File: config.mk
export PLATFORM = sky130hd
export DESIGN_NAME = i2c_slave
export DESIGN_NICKNAME = d
export VERILOG_FILES = /design/src/rtl/i2c_slave.sv
export SDC_FILE = /design/constraint.sdc
export NUM_CORES = 1
export LEC_CHECK = 0
export ABC_AREA = 1
export BUFFER_PORTS_ARGS = -buffer_cell sky130_fd_sc_hd__buf_2
export CAP_MARGIN = 20
export CORE_ASPECT_RATIO = 1.1
export CORE_MARGIN = 8
export CORE_UTILIZATION = 57
export CTS_CLUSTER_DIAMETER = 100
export DETAILED_ROUTE_END_ITERATION = 7
export PLACE_DENSITY = 0.86
export SYNTH_ARGS = -nofsm -noshare
export SYNTH_HDL_FRONTEND = slang
export SYNTH_SLANG_ARGS = --single-unit
File: constraint.sdc
create_clock -name clk -period 2.5 [get_ports clk]
set_clock_uncertainty 0.05 [all_clocks]
set_input_delay 0.375 -clock clk [delete_from_list [all_inputs] [get_ports clk]]
set_output_delay 0.375 -clock clk [all_outputs]
set_load 0.005 [all_outputs]
File: src/rtl/i2c_slave.sv
// I2C target serving a DEPTH x 8 register file: pointer write, auto-increment burst write/read.
// Optional macro GENERAL_CALL_EN: ACK general call (7'h00, write), pulse gc_pulse, discard its data.
module i2c_slave #(
  parameter logic [6:0] SLAVE_ADDR = 7'h50,
  parameter int         DEPTH      = 16,
  localparam int        PTR_W      = $clog2(DEPTH)
) (
  input  logic             clk,
  input  logic             rst,
  input  logic             scl_i,
  input  logic             s_sda_i,
  output logic             s_sda_o,
  output logic             wr_strobe,
  output logic [PTR_W-1:0] wr_addr,
  output logic [7:0]       wr_data,
`ifdef GENERAL_CALL_EN
  output logic             gc_pulse,
`endif
  output logic             busy
);

  typedef enum logic [2:0] {
    IDLE, ADDR, ADDR_ACK, WR_BYTE, WR_ACK, RD_BYTE, RD_ACK, WAIT_STOP
  } state_t;

  state_t           state, state_next;
  logic             scl_p0, scl_p1, scl_p2;
  logic             sda_p0, sda_p1, sda_p2;
  logic             scl_rise, scl_fall, start_ev, stop_ev, byte_done;
  logic [7:0]       regs [DEPTH];
  logic [7:0]       shift;
  logic [3:0]       bit_cnt;
  logic [PTR_W-1:0] ptr, ptr_inc;
  logic             first_byte, gc_mode, gc_hit, addr_hit;

  // p0/p1: two-flop synchronizers; p2: history flop for edge detection
  always_ff @(posedge clk) begin
    if (rst) begin
      {scl_p0, scl_p1, scl_p2} <= 3'b111;
      {sda_p0, sda_p1, sda_p2} <= 3'b111;
    end else begin
      scl_p0 <= scl_i;
      scl_p1 <= scl_p0;
      scl_p2 <= scl_p1;
      sda_p0 <= s_sda_i;
      sda_p1 <= sda_p0;
      sda_p2 <= sda_p1;
    end
  end

  assign scl_rise  = scl_p1 & ~scl_p2;
  assign scl_fall  = ~scl_p1 & scl_p2;
  assign start_ev  = scl_p1 & scl_p2 & sda_p2 & ~sda_p1;
  assign stop_ev   = scl_p1 & scl_p2 & ~sda_p2 & sda_p1;
  assign byte_done = scl_fall && (bit_cnt == 4'd8);
  assign ptr_inc   = ptr + 1'b1;
`ifdef GENERAL_CALL_EN
  assign gc_hit    = (shift == 8'h00);
`else
  assign gc_hit    = 1'b0;
`endif
  assign addr_hit  = (shift[7:1] == SLAVE_ADDR) || gc_hit;
  assign busy      = (state != IDLE);

  always_ff @(posedge clk) begin
    if (rst) state <= IDLE;
    else     state <= state_next;
  end

  // START/STOP override every state so a bus event always resynchronises the target
  always_comb begin
    state_next = state;
    if (stop_ev) begin
      state_next = IDLE;
    end else if (start_ev) begin
      state_next = ADDR;
    end else begin
      case (state)
        ADDR:     if (byte_done) state_next = addr_hit ? ADDR_ACK : WAIT_STOP;
        ADDR_ACK: if (scl_fall)  state_next = shift[0] ? RD_BYTE : WR_BYTE;
        WR_BYTE:  if (byte_done) state_next = WR_ACK;
        WR_ACK:   if (scl_fall)  state_next = WR_BYTE;
        RD_BYTE:  if (byte_done) state_next = RD_ACK;
        RD_ACK:   if (scl_rise)  state_next = sda_p1 ? WAIT_STOP : RD_BYTE;
        default:  state_next = state;
      endcase
    end
  end

  always_ff @(posedge clk) begin
    if (rst) begin
      s_sda_o    <= 1'b1;
      wr_strobe  <= 1'b0;
      wr_addr    <= '0;
      wr_data    <= '0;
      ptr        <= '0;
      shift      <= '0;
      bit_cnt    <= '0;
      first_byte <= 1'b0;
      gc_mode    <= 1'b0;
`ifdef GENERAL_CALL_EN
      gc_pulse   <= 1'b0;
`endif
      for (int i = 0; i < DEPTH; i++) regs[i] <= '0;
    end else begin
      wr_strobe <= 1'b0;
`ifdef GENERAL_CALL_EN
      gc_pulse  <= 1'b0;
`endif
      if (stop_ev) begin
        s_sda_o <= 1'b1;
      end else if (start_ev) begin
        s_sda_o <= 1'b1;
        bit_cnt <= '0;
      end else begin
        case (state)
          ADDR: begin
            if (scl_rise) begin
              shift   <= {shift[6:0], sda_p1};
              bit_cnt <= bit_cnt + 4'd1;
            end else if (byte_done) begin
              s_sda_o    <= ~addr_hit;
              first_byte <= 1'b1;
              gc_mode    <= gc_hit;
`ifdef GENERAL_CALL_EN
              gc_pulse   <= gc_hit;
`endif
            end
          end
          ADDR_ACK: begin
            if (scl_fall) begin
              if (shift[0]) begin
                // first read bit goes out on the same fall that ends the address ACK
                s_sda_o <= regs[ptr][7];
                shift   <= {regs[ptr][6:0], 1'b0};
                bit_cnt <= 4'd1;
              end else begin
                s_sda_o <= 1'b1;
                bit_cnt <= '0;
              end
            end
          end
          WR_BYTE: begin
            if (scl_rise) begin
              shift   <= {shift[6:0], sda_p1};
              bit_cnt <= bit_cnt + 4'd1;
            end else if (byte_done) begin
              s_sda_o    <= 1'b0;
              first_byte <= 1'b0;
              if (!gc_mode) begin
                if (first_byte) begin
                  ptr <= shift[PTR_W-1:0];
                end else begin
                  regs[ptr] <= shift;
                  wr_strobe <= 1'b1;
                  wr_addr   <= ptr;
                  wr_data   <= shift;
                  ptr       <= ptr_inc;
                end
              end
            end
          end
          WR_ACK: begin
            if (scl_fall) begin
              s_sda_o <= 1'b1;
              bit_cnt <= '0;
            end
          end
          RD_BYTE: begin
            if (scl_fall) begin
              if (bit_cnt == 4'd8) begin
                s_sda_o <= 1'b1;
              end else begin
                s_sda_o <= shift[7];
                shift   <= {shift[6:0], 1'b0};
                bit_cnt <= bit_cnt + 4'd1;
              end
            end
          end
          RD_ACK: begin
            if (scl_rise && !sda_p1) begin
              ptr     <= ptr_inc;
              shift   <= regs[ptr_inc];
              bit_cnt <= '0;
            end
          end
          default: ;
        endcase
      end
    end
  end

endmodule

Word level (Yosys, flattened, before mapping)
Memories as Yosys holds them, arrays and structs flattened. A register that Yosys moved wholly into a read port is not among the register bits.
Index checks and enable logic that the tools add are counted.
W data, S select, Z words.
{"block": "totals", "input_bits": 4, "latch_bits": 0, "ramBits": 128, "rom_bits": 0, "memories": 1, "out_inout_bits": 15, "register_bits": 40, "elab_cells": 151}
{"name": "regs", "words": 16, "width": 8, "rd": 2, "rd_clocked_by_memory_dff": 1, "wr": 16, "line_no": "30", "source": "logic [7:0] regs [DEPTH];"}
{"block": "classes", "mul": 0, "n_reduce_logical": 24, "mux": 60, "eq_ne": 31, "bitwise": 16, "shift": 0, "order_cmp": 0, "addsub": 2, "div": 0}
{"cell": "$mux W4", "n": 14}
{"cell": "$mux W8", "n": 7}
{"cell": "$pmux W8 S4", "n": 1}
{"cell": "$ne A3 B3 Y1 const B", "n": 9}
{"cell": "$mux W1", "n": 24}
{"cell": "$mux W3", "n": 8}
{"cell": "$ne A2 B2 Y1 const B", "n": 12}
{"cell": "$reduce_and A8 Y1", "n": 3}
{"cell": "$reduce_and A7 Y1", "n": 3}
{"cell": "$pmux W4 S5", "n": 1}
{"cell": "$pmux W3 S6", "n": 1}
{"cell": "$reduce_and A6 Y1", "n": 2}
{"cell": "$reduce_bool A6 Y1", "n": 2}
{"cell": "$eq A3 B3 Y1 const B", "n": 3}
{"cell": "$not A1 Y1", "n": 9}
{"cell": "$reduce_and A9 Y1", "n": 1}
{"cell": "$add A4 B1 Y4 const B", "n": 2}
{"cell": "$pmux W4 S2", "n": 1}
{"cell": "$reduce_or A8 Y1", "n": 1}
{"cell": "$and A1 B1 Y1", "n": 7}
{"cell": "$eq A7 B7 Y1 const B", "n": 1}
{"cell": "$reduce_bool A7 Y1", "n": 1}
{"cell": "$eq A3 B2 Y1 const B", "n": 2}
{"cell": "$pmux W1 S5", "n": 1}
{"cell": "14 further kinds", "n": 17}

Longest topological paths before layout
{"block": "depth", "ltp_word": 12, "mapped_depth": 15, "depth_no_buf": 12}

Least setup slack after synthesis
OpenSTA, ideal clock, no wires.
{"block": "synth_path", "path_kind": "register to register", "startpoint": "register ptr[0]", "endpoint": "register shift[0]", "path_buffers": 4, "setup_ns": 0.070, "slack_ns": 0.208, "required_time_ns": 2.380, "arrival_time_ns": 2.172, "period_less_slack_ns": 2.292, "stages_incl_launch_ff": 16, "path_cell_list": "dfxtp_1 buf_2 inv_2 clkbuf_1 ha_1 clkbuf_1 inv_1 clkbuf_1 nand3_1 nand3_1 nand3_1 nand2_1 nand2_1 nand2_1 nand2_1 a21oi_1"}
{"block": "synth_via", "elab_chain_cells": 4}
{"element": "start: declaration", "line_no": "33", "source": "logic [PTR_W-1:0] ptr, ptr_inc;"}
{"element": "start signal: assignment", "line_no": "152", "source": "ptr <= shift[PTR_W-1:0];"}
{"element": "start signal: assignment", "line_no": "158", "source": "ptr <= ptr_inc;"}
{"element": "start signal: assignment", "line_no": "182", "source": "ptr <= ptr_inc;"}
{"element": "$add A4 B1 Y4", "line_no": "56", "source": "assign ptr_inc = ptr + 1'b1;"}
{"element": "$mem_v2 Z16 W8"}
{"element": "$mux W8", "line_no": "181", "source": "if (scl_rise && !sda_p1) begin"}
{"element": "$pmux W8 S4", "line_no": "116", "source": "case (state)"}
{"element": "end signal: assignment", "line_no": "119", "source": "shift <= {shift[6:0], sda_p1};"}
{"element": "end signal: assignment", "line_no": "175", "source": "shift <= {shift[6:0], 1'b0};"}
{"element": "end signal: assignment", "line_no": "183", "source": "shift <= regs[ptr_inc];"}
{"element": "end: declaration", "line_no": "31", "source": "logic [7:0] shift;"}
No other way between the ends. The select of a mux whose other input is x is not followed.
A chain may end at the register's enable or synchronous reset.

Worst setup path in the final report
{"block": "layout_path", "startpoint": "register ptr[0]", "endpoint": "register shift[7]"}
Same word-level chain as after synthesis.

==> results.cfg <==
[power_and_ir_drop]
total_power_w = 0.00755
peakVddDrop_v = 0.000589
power_density_nw_per_um2 = 719
p_leak_nw = 4.35

[floorplan]
row_count = 49
fp.coreArea_sq_um = 16200
die_area_sq_um = 20800
start_util_pct = 57.8
die_w_um = 138
die_y_um = 150
ios = 19

[setup_path]
r2r-start = ptr[0]
cp-start-kind = register
reg2reg_depth = 12
crit_path_start = ptr[0]
arrival_ns = 2.72
cpPeakStageDelay_ns = 0.53
regToRegEndpoint = shift[7]
rrSetupSlack_ns = 0.11
crit_chain = inv_2, ha_1, inv_1, nor2_1, o21ai_0, nand3_1, nand3_1, nand2_1, nand2_1, nand3_1, nand2_1, inv_1
crit_type = register to register
crit_fanout = 14
cp_slowest_cell = ha_1
end_kind = register
required_ns = 2.83

[sta]
final.min_clock_period_ns = 2.39
period_share_pct = 95.7
slew_headroom_pct = 53.7
max_freq_ghz = 0.418
tightest_slew_ns = 0.692
slew_violations = 0
tns_ns = 0
fin_ws_ns = 0.108
hold_viol = 0
setup_viol = 0

[place]
routabilityCongestion = 0.999
dpl.cell_count = 1367
port-buffer-count = 18
place_ws_ns = 0.128
dp_hpwl_um = 18300

[detailed_routing]
drt-total-wl_um = 27900
post-route-drc-count = 0
drt-vias-per-instance = 6.25
drtIter0Drc = 1662
post_drt_wl_per_cell_um = 19.9
ant_nets = 0
dr_total_vias = 8766
drtPass1Iterations = 6

[grt]
antenna_found_initial = 0
grt_first_pass_wirelength_um = 43500
grt_max_degree = 81
track_usage_pct = 26.6
grt_overflow = 0
grt_pass1_vias = 8273

[finish]
area_growth_pct = 12.3
fillers = 1259
drive_gt1_share_pct = 12.6
nets = 1196
seq_area_sq_um = 4730
multi_input_comb_area_sq_um = 3920
diodes = 0
layout.cells.non_filler = 1402

[clock_network]
clkLatencyLatePin_ns = 0.43
ctsHoldBuffers = 0
clk_pin_slew_ns = 0.07
h-tree-depth = 4
cts_tree = built
cts_root_buffer = clkbuf_16
clockBufferDepth = 2
cts_made_buffers = 17
clock_sinks = 172

[yosys]
synth_area_sq_um = 9350
syn_nets = 1172
yosys.cell_types.count = 31
ys_seq_area_share_pct = 50.5
yosys_warnings = 0
synth.ff_latch_count = 172
syn_area_per_cell_sq_um = 8.05
synth_cells = 1161

[min_path]
hp-start = s_sda_i
hold_end = sda_p0
min_path_type = input port to register
min_path_cells = 2

[job]
max-cap-violations = 0

[outcome]
status = complete, no violations
-- sequential cells by signal, indices dropped and copies added (netlist names), 3 cells and up, named ones only --
name / flops
shift: 8
bit_cnt: 4
wr_addr: 4
wr_data: 8
ptr: 4
state: 3
regs: 128
-- per-stage QoR --
step	hold WS [ns]	utilization, %	area, sq um
2_1_floorplan	0.339	-	9350
3_3_place_gp	0.342	60.9	9860
3_5_place_dp	0.367	60.9	9860
4_1_cts	0.0719	64.5	10400
5_1_grt	0.0673	64.9	10500
6_report	0.0743	64.9	10500
-- placed cells by master (no fill, tap or decap), drive strengths merged, types with 2 or more instances in the layout --
| cell type | n |
|---|---|
| nand2 | 231 |
| nor2 | 182 |
| edfxtp | 128 |
| nand3 | 124 |
| inv | 121 |
| o21ai | 90 |
| a21oi | 82 |
| buf | 73 |
| o211ai | 56 |
| dfxtp | 44 |
| clkbuf | 20 |
| clkinv | 15 |
| ha | 7 |
| nand4 | 5 |
| xor2 | 4 |
| or2 | 4 |
| a31oi | 3 |
| o22ai | 2 |
| nor3 | 2 |
-- where the power goes --
part	internal [W]	leakage, nW	switching, W
clock network	0.00139	0.285	0.00119
logic	0.000410	2.40	0.00120
registers	0.00323	1.66	0.000125
total	0.00503	4.35	0.00252
-- area by class of cell --
cell class / instances / share of cell area [%]
sequential: 172 / 45.0
timing repair buffer: 73 / 5.39
multi-input combinational: 797 / 37.3
clock buffer: 20 / 4.46
clock inverter: 12 / 0.977
inverter: 124 / 4.43
tap: 204 / 2.43
-- cell usage after synthesis, drive strengths merged --
| library cell | number | area share, % |
|---|---|---|
| nor4 | 1 | 0.067 |
| ha | 7 | 0.94 |
| nand4 | 5 | 0.33 |
| nand3 | 124 | 6.6 |
| nor3 | 2 | 0.23 |
| and2 | 1 | 0.067 |
| a21boi | 1 | 0.080 |
| inv | 114 | 4.6 |
| buf | 17 | 0.91 |
| o211ai | 56 | 4.5 |
| or2 | 4 | 0.27 |
| dfxtp | 44 | 9.4 |
| xnor2 | 1 | 0.094 |
| nor3b | 1 | 0.080 |
| o22ai | 2 | 0.13 |
| nor2 | 182 | 7.7 |
| a21oi | 82 | 4.4 |
| a31oi | 3 | 0.20 |
| edfxtp | 128 | 41 |
| clkinv | 10 | 0.40 |
| clkbuf | 51 | 2.0 |
| o21ai | 90 | 4.8 |
| nand2 | 231 | 11 |
| xor2 | 4 | 0.37 |
-- kinds of logic (layout without fill, tap and decap cells) --
logic type | count (synthesis) | after routing | share of synthesized area, %
fa+ha+maj | 7 | 7 | 0.937
flops | 172 | 172 | 50.5
buf+inv | 192 | 229 | 7.93
simple gates | 551 | 551 | 26.0
xor+xnor | 5 | 5 | 0.468
compound gates | 234 | 234 | 14.1
-- layer usage --
| layer | up-vias | wire length [um] | GRT usage (%) |
|---|---|---|---|
| met2 | 686 | 12700 | 42.7 |
| met4 | 0 | 1550 | 16.4 |
| met1 | 3996 | 10200 | 33.0 |
| met5 | - | 0 | 0 |
| li1 | 3940 | - | - |
| met3 | 144 | 3530 | 5.02 |
-- worst max-delay path by stage --
| stage | end | slack [ns] | cells past startpoint |
|---|---|---|---|
| after global routing | regs[11][1] | -0.001 | 13 |
| after CTS | regs[9][7] | 0.07 | 12 |
| final | shift[7] | 0.11 | 12 |
| after detailed placement | regs[13][4] | 0.13 | 12 |
| after floorplan | shift[0] | 0.21 | 15 |
| after global placement | regs[7][6] | 0.20 | 12 |
-- worst max-delay path, delay by kind of cell (launching register included) --
family                   cells  cell delay, ns
buffers and inverters        3            0.48
AO/OA/AOI/OAI                1            0.10
AND/OR/NAND/NOR              7            0.83
flip-flops                   1            0.35
adder cells (fa/ha/maj)      1            0.53
-- repair_timing --
action | CTS | global route
gates resized for setup | 0 | 13
setup endpoints to repair | 0 | 120
setup buffers | 0 | 3
endpoints found under the hold margin | 0 | 0
(Power assumes the default switching activity.)
